<file path="src/rtl/alu_issue_capture.sv">
// Operand issue and result capture stage for the 16-bit logic slice.
// Holds operands through the evaluation window, then queues flagged results.
module alu_issue_capture #(
    parameter int LAT   = 4,
    parameter int DEPTH = 2
) (
    input  logic        clkpos,
    input  logic        rst,
    input  logic        req_valid,
    output logic        req_ready,
    input  logic [15:0] req_a,
    input  logic [15:0] req_b,
    input  logic [1:0]  req_op,
    output logic [15:0] alu_a,
    output logic [15:0] alu_b,
    input  logic [15:0] or_out,
    input  logic [15:0] and_out,
    input  logic [15:0] xor_out,
    output logic        res_valid,
    input  logic        res_ready,
    output logic [15:0] res_data,
    output logic        res_zero,
    output logic        res_neg,
    output logic        busy
);

    if (LAT < 1) begin : g_lat_check
        $error("alu_issue_capture: LAT must be >= 1");
    end

    if (DEPTH < 1) begin : g_depth_check
        $error("alu_issue_capture: DEPTH must be >= 1");
    end

    localparam int CTW = (LAT > 1) ? $clog2(LAT) : 1;
    localparam int PW  = (DEPTH > 1) ? $clog2(DEPTH) : 1;
    localparam int CW  = $clog2(DEPTH + 1);

    localparam logic [CTW-1:0] CNT_LOAD  = CTW'(LAT - 1);
    localparam logic [PW-1:0]  PTR_LAST  = PW'(DEPTH - 1);
    localparam logic [CW-1:0]  FIFO_FULL = CW'(DEPTH);

    typedef enum logic {
        IDLE,
        WAIT
    } state_t;

    state_t         state;
    logic [CTW-1:0] cnt;
    logic [1:0]     op_q;

    logic [15:0]    fifo_data [DEPTH];
    logic           fifo_zero [DEPTH];
    logic           fifo_neg  [DEPTH];
    logic [PW-1:0]  wr_ptr;
    logic [PW-1:0]  rd_ptr;
    logic [CW-1:0]  count;

    logic           accept;
    logic           capture;
    logic           pop;
    logic [15:0]    sel;

    function automatic logic [PW-1:0] ptr_next(input logic [PW-1:0] p);
        return (p == PTR_LAST) ? '0 : p + PW'(1);
    endfunction

    assign req_ready = !rst && (state == IDLE) && (count < FIFO_FULL);
    assign accept    = req_valid && req_ready;
    assign capture   = (state == WAIT) && (cnt == '0);
    assign pop       = res_valid && res_ready;
    assign busy      = (state == WAIT);

    always_comb begin
        sel = '0;
        unique case (op_q)
            2'b00: sel = or_out;
            2'b01: sel = and_out;
            2'b10: sel = xor_out;
            2'b11: sel = ~or_out;
            default: sel = '0;
        endcase
    end

    // Operands stay on the array inputs until the next accept.
    always_ff @(posedge clkpos or posedge rst) begin
        if (rst) begin
            state <= IDLE;
            cnt   <= '0;
            op_q  <= 2'b00;
            alu_a <= '0;
            alu_b <= '0;
        end else begin
            unique case (state)
                IDLE: begin
                    if (accept) begin
                        alu_a <= req_a;
                        alu_b <= req_b;
                        op_q  <= req_op;
                        cnt   <= CNT_LOAD;
                        state <= WAIT;
                    end
                end
                WAIT: begin
                    if (cnt == '0) begin
                        state <= IDLE;
                    end else begin
                        cnt <= cnt - CTW'(1);
                    end
                end
                default: state <= IDLE;
            endcase
        end
    end

    always_ff @(posedge clkpos or posedge rst) begin
        if (rst) begin
            wr_ptr <= '0;
            rd_ptr <= '0;
            count  <= '0;
        end else begin
            if (capture) begin
                wr_ptr <= ptr_next(wr_ptr);
            end
            if (pop) begin
                rd_ptr <= ptr_next(rd_ptr);
            end
            unique case ({capture, pop})
                2'b10:   count <= count + CW'(1);
                2'b01:   count <= count - CW'(1);
                default: count <= count;
            endcase
        end
    end

    // Storage needs no reset: empty slots are masked at the output.
    always_ff @(posedge clkpos) begin
        if (capture) begin
            fifo_data[wr_ptr] <= sel;
            fifo_zero[wr_ptr] <= (sel == 16'h0000);
            fifo_neg[wr_ptr]  <= sel[15];
        end
    end

    assign res_valid = (count != '0);
    assign res_data  = res_valid ? fifo_data[rd_ptr] : 16'h0000;
    assign res_zero  = res_valid ? fifo_zero[rd_ptr] : 1'b0;
    assign res_neg   = res_valid ? fifo_neg[rd_ptr]  : 1'b0;

endmodule

</file>
<file path="config.mk">
export PLATFORM = sky130hd
export DESIGN_NAME = alu_issue_capture
export DESIGN_NICKNAME = d
export VERILOG_FILES = /design/src/rtl/alu_issue_capture.sv
export SDC_FILE = /design/constraint.sdc
export NUM_CORES = 1
export LEC_CHECK = 0
export CORE_MARGIN = 4
export CORE_UTILIZATION = 40
export DETAILED_ROUTE_END_ITERATION = 8
export PLACE_DENSITY = 0.77
export SLEW_MARGIN = 20
export SYNTH_ARGS = -nofsm -noshare
export SYNTH_HDL_FRONTEND = slang
export SYNTH_SLANG_ARGS = --single-unit
</file>
<file path="constraint.sdc">
create_clock -name clkpos -period 3.2 [get_ports clkpos]
set_input_delay 0.64 -clock clkpos [delete_from_list [all_inputs] [get_ports clkpos]]
set_output_delay 0.64 -clock clkpos [all_outputs]
set_load 0.1 [all_outputs]
</file>
-- Word level (Yosys, flattened, before mapping)
Memory sizes are Yosys's and may differ from the RTL's.
Cells that the tools add are included.
- multiplexer cells: 15
- equal/unequal tests: 7
- add/subtract/negate cells: 5
- $lt $le $gt $ge: 1
- bitwise gates (word level): 2
- reductions and logical operators: 13
- operators with widths (cell ; count):
    $pmux 16 s4 ; 1
    $logic_not 16->1 ; 1
    $mux 16 ; 1
    $not 16->16 ; 1
    $mux 1 ; 8
    $pmux 2 s2 ; 2
    $eq 2x2->1 const B ; 3
    $logic_and 1x1->1 ; 5
    $eq 2x1->1 const B ; 2
    $logic_not 2->1 ; 2
    $mux 2 ; 2
    $ne 2x2->1 const B ; 2
    $reduce_and 2->1 ; 2
    $reduce_bool 2->1 ; 2
    $sub 2x1->2 const B ; 2
    $add 1x1->1 const B ; 2
    $add 2x1->2 const B ; 1
    $lt 2x2->1 const B ; 1
    $pmux 1 s2 ; 1
    $logic_not 1->1 ; 1
    $not 1->1 ; 1
- RAM bits: 36
- memories: 3
- register bits after elaboration: 41
- memories (name ; depth ; width ; rd ports ; clocked after memory_dff ; write ports ; line ; source):
    fifo_data ; 2 ; 16 ; 1 ; 0 ; 1 ; 52 ; logic [15:0] fifo_data [DEPTH];
    fifo_neg ; 2 ; 1 ; 1 ; 0 ; 1 ; 54 ; logic fifo_neg [DEPTH];
    fifo_zero ; 2 ; 1 ; 1 ; 0 ; 1 ; 53 ; logic fifo_zero [DEPTH];

-- Longest topological paths before layout
- word-level depth: 6
- mapped depth: 8

-- Least setup slack after synthesis
Ideal clock, no wire load.
- kind: register -> register
- from: register state, in the netlist busy
- to: register alu_a[10]
- slack: -0.889 ns
- required time: 3.075 ns
- data arrival time: 3.963 ns
- cell stages (with the launch flop): 6
- cell sequence: dfrtp_1 nor3_1 and2_1 buf_4 buf_4 mux2_2
- cells in the longest elaborated chain, start to end: 5
- ends and longest elaborated chain (item ; line ; source):
    start: declaration ; 48 ; state_t state;
    start signal: assignment ; 88 ; state <= IDLE;
    start signal: assignment ; 101 ; state <= WAIT;
    start signal: assignment ; 106 ; state <= IDLE;
    $not 1->1 (no line) ; -- ;
    $logic_and 1x1->1 (2 in a row) ; 68 ; assign req_ready = !rst && (state == IDLE) && (count < FIFO_FULL);
    via req_ready ; 10 ; output logic req_ready,
    $logic_and 1x1->1 ; 69 ; assign accept = req_valid && req_ready;
    $reduce_and 2->1 (no line) ; -- ;
    end signal: assignment ; 97 ; alu_a <= req_a;
    end: declaration ; 14 ; output logic [15:0] alu_a,
The timed path passes the listed nets, and every way through them passes these cells.
A chain may end at the register's enable or synchronous reset.

-- Worst setup path after layout
- from: register rd_ptr
- to: output port res_data[1]
- cells in the longest elaborated chain, start to end: 2
- ends and longest elaborated chain (item ; line ; source):
    start: declaration ; 56 ; logic [PW-1:0] rd_ptr;
    start signal: assignment ; 126 ; rd_ptr <= ptr_next(rd_ptr);
    $mem_v2 2x16 ; -- ;
    $mux 16 ; 146 ; assign res_data = res_valid ? fifo_data[rd_ptr] : 16'h0000;
    end: declaration ; 21 ; output logic [15:0] res_data,
No other way between the ends.

==> metrics.yaml <==
grt_use_total: 0.1652
netlist.top_cell.by_area: "dfrtp_1"
min_path_cells: 1
syn-cell-area_um2: 3482
drtIter0Drc: 54
crit_path_end_kind: "output pin"
synth_cell_type_count: 27
cts.sinks: 75
synth_flop_cell: "dfrtp_1"
insertedDiodeCount: 0
finalCritPeriodShare: 0.7975
yosysWarnings: 0
area_delta_synth_final_pct: 42.22
cp_top_family: "flip-flops"
worstSetupPathType: "reg2out"
synthesis.nets: 359
path_buf_inv: 2
setup_viol: 0
ys_seq_area_frac: 0.5879
die-height_um: 101.3
wl_per_cell_um: 15.72
cp-start-kind: "flip-flop"
grt_pass1_wl_um: 12940
holdBufCountCts: 0
slew_violations: 0
hp-start: "wr_ptr"
cts_buffers: 9
cts_tree: "built"
synth_cells: 271
yosysMostFrequentCell: "dfrtp_1"
cts.path.max_buffers: 2
dp_hpwl_um: 6244
nets: 496
rsz0062_at_grt: "no"
fmax_mhz: 391.9
drv_cap: 0
cpPeakStageDelay_ps: 840
finClkSkew_ps: 10.34
grt_pass1_vias: 2560
drive_gt1_frac: 0.2930
min_path_type: "reg2reg"
path_clk_slew_ps: 80
cts_resized: 0
ant_nets: 0
worstMarginPinSlew_ps: 984.8
avgSynthCellArea_um2: 12.85
clockRootBuffer: "clkbuf_8"
drtPass1Iterations: 4
grt_max_degree: 66
status: "finished clean"
vias: 2501
die_area_um2: 10260
required_ps: 2560
rrSetupSlack_ps: 940
path_cells: "buf_4 > mux2i_1 > nor2_1 > buf_4"
postSynth.asyncResetShare: 0.5467
r2r_end: "fifo_zero[0]"
via_per_inst: 4.828
route.detailed.drc: 0
worstPathMaxFanout: 15
io_pins: 139
worstReg2RegStart: "op_q[1]"
portBuffers: 138
ys_seq_elements: 75
initial_core_util: 0.4175
hold_violations: 0
fin_crit_ps: 2552
whs_ps: 497.2
ff2ff_path_depth: 5
synth_edf_count: 34
cts_setup_buffers: 0
min_to: "wr_ptr"
core_area_um2: 8341
synthTopCellsByArea: "dfrtp_1 29%, edfxtp_1 29%, mux2_2 11%, mux2i_1 4.9%, nor2b_1 3.1%"
h-tree-depth: 3
crit_path_frequent_cell: "buf_4"
antenna_found_initial: 0
synth_common_cells: "41 x dfrtp_1, 35 x mux2_2, 34 x edfxtp_1"
place_congestion: 0.7446
cp_slowest_cell: "dfrtp_1"
die_x_um: 101.3
grt-ovfl-total: 0
rows: 33
clock_latency_ps: 350
timing.slew.headroom: 0.3434
worstPathArrival_ps: 1910
synth_top_area_frac: 0.2946
setup_tns_ps: 0
routed_wirelength_um: 8142
stage by stage:
step,area (um2),std cells,utilization,setup slack (ps)
detailed placement,4768,502,0.5717,832.6
floorplan,3487,271,-,39.15
global placement,4768,502,0.5717,878.0
global route,4952,518,0.5938,495.8
CTS,4951,518,0.5936,601.6
finish,4952,518,0.5938,648.0
cell families (layout without fill, tap and decap cells):
logic type | count (synthesis) | in the layout | share of synthesized area
compound gates | 50 | 50 | 0.09342
xor+xnor | 5 | 5 | 0.01258
fa+ha+maj | 2 | 2 | 0.007185
buf+inv | 23 | 165 | 0.04815
flops | 75 | 75 | 0.5879
mux | 52 | 52 | 0.1621
simple gates | 64 | 64 | 0.08875
how the worst max path moves through the flow:
| stage | start | endpoint | slack [ps] | cells after the start |
|---|---|---|---|---|
| 5_1_grt | rd_ptr | res_data[5] | 500 | 4 |
| 2_1_floorplan | busy | alu_a[10] | 40 | 5 |
| 4_1_cts | rd_ptr | res_data[5] | 600 | 4 |
| 6_report | rd_ptr | res_data[1] | 650 | 4 |
| 3_5_place_dp | or_out[0] | fifo_zero[0] | 830 | 6 |
| 3_3_place_gp | or_out[0] | fifo_zero[0] | 880 | 6 |
layout by cell type (no fill, tap or decap):
cell | synthesis | layout
xor2_1 | 2 | 2
mux2i_1 | 17 | 17
edfxtp_1 | 34 | 34
a21oi_1 | 16 | 16
dfrtp_2 | 0 | 2
mux2_2 | 35 | 35
inv_6 | 0 | 1
clkdlybuf4s50_1 | 0 | 85
a211oi_2 | 7 | 7
and2_1 | 1 | 1
xnor2_1 | 3 | 3
nand2b_1 | 2 | 2
o21ai_0 | 17 | 17
clkinv_4 | 0 | 2
and3_1 | 1 | 1
o21ai_1 | 1 | 1
ha_1 | 2 | 2
nor3_2 | 0 | 1
inv_1 | 4 | 4
a211oi_1 | 9 | 9
nand2_1 | 17 | 17
clkbuf_8 | 0 | 10
inv_4 | 0 | 3
dfrtp_1 | 41 | 39
and4_1 | 1 | 1
nor2_1 | 20 | 20
nor2b_1 | 17 | 17
buf_4 | 6 | 60
nor4_1 | 4 | 4
registers in the layout, summed over array words and instances (netlist names):
signal     count
alu_a         16
alu_b         16
busy           1
cnt            2
count          2
fifo_data     32
fifo_zero      2
op_q           2
rd_ptr         1
wr_ptr         1
final cells by class:
cell class / count / area [um2]
tap: 105 / 131.4
clock inverter: 6 / 45.04
clock buffer: 10 / 137.6
sequential: 75 / 2049
inverter: 4 / 15.01
multi-input combinational: 173 / 1272
fill: 703 / 3388
timing repair buffer: 145 / 1301
worst reg2reg max path: cells and delay by family (launching register included):
family / cells / cell delay (ps)
compound gates: 2 / 380
simple gates: 3 / 750
flops: 1 / 1010
per-layer routing:
layer / wire length (um) / track usage
met4: 91 / 0.04806
met1: 3524 / 0.2089
met3: 374 / 0.04821
met2: 4151 / 0.2762
met5: 0 / 0
Power is left out: the tool's default activity adds up to more than one toggle a clock period on the data nets, which glitch-free logic cannot reach.
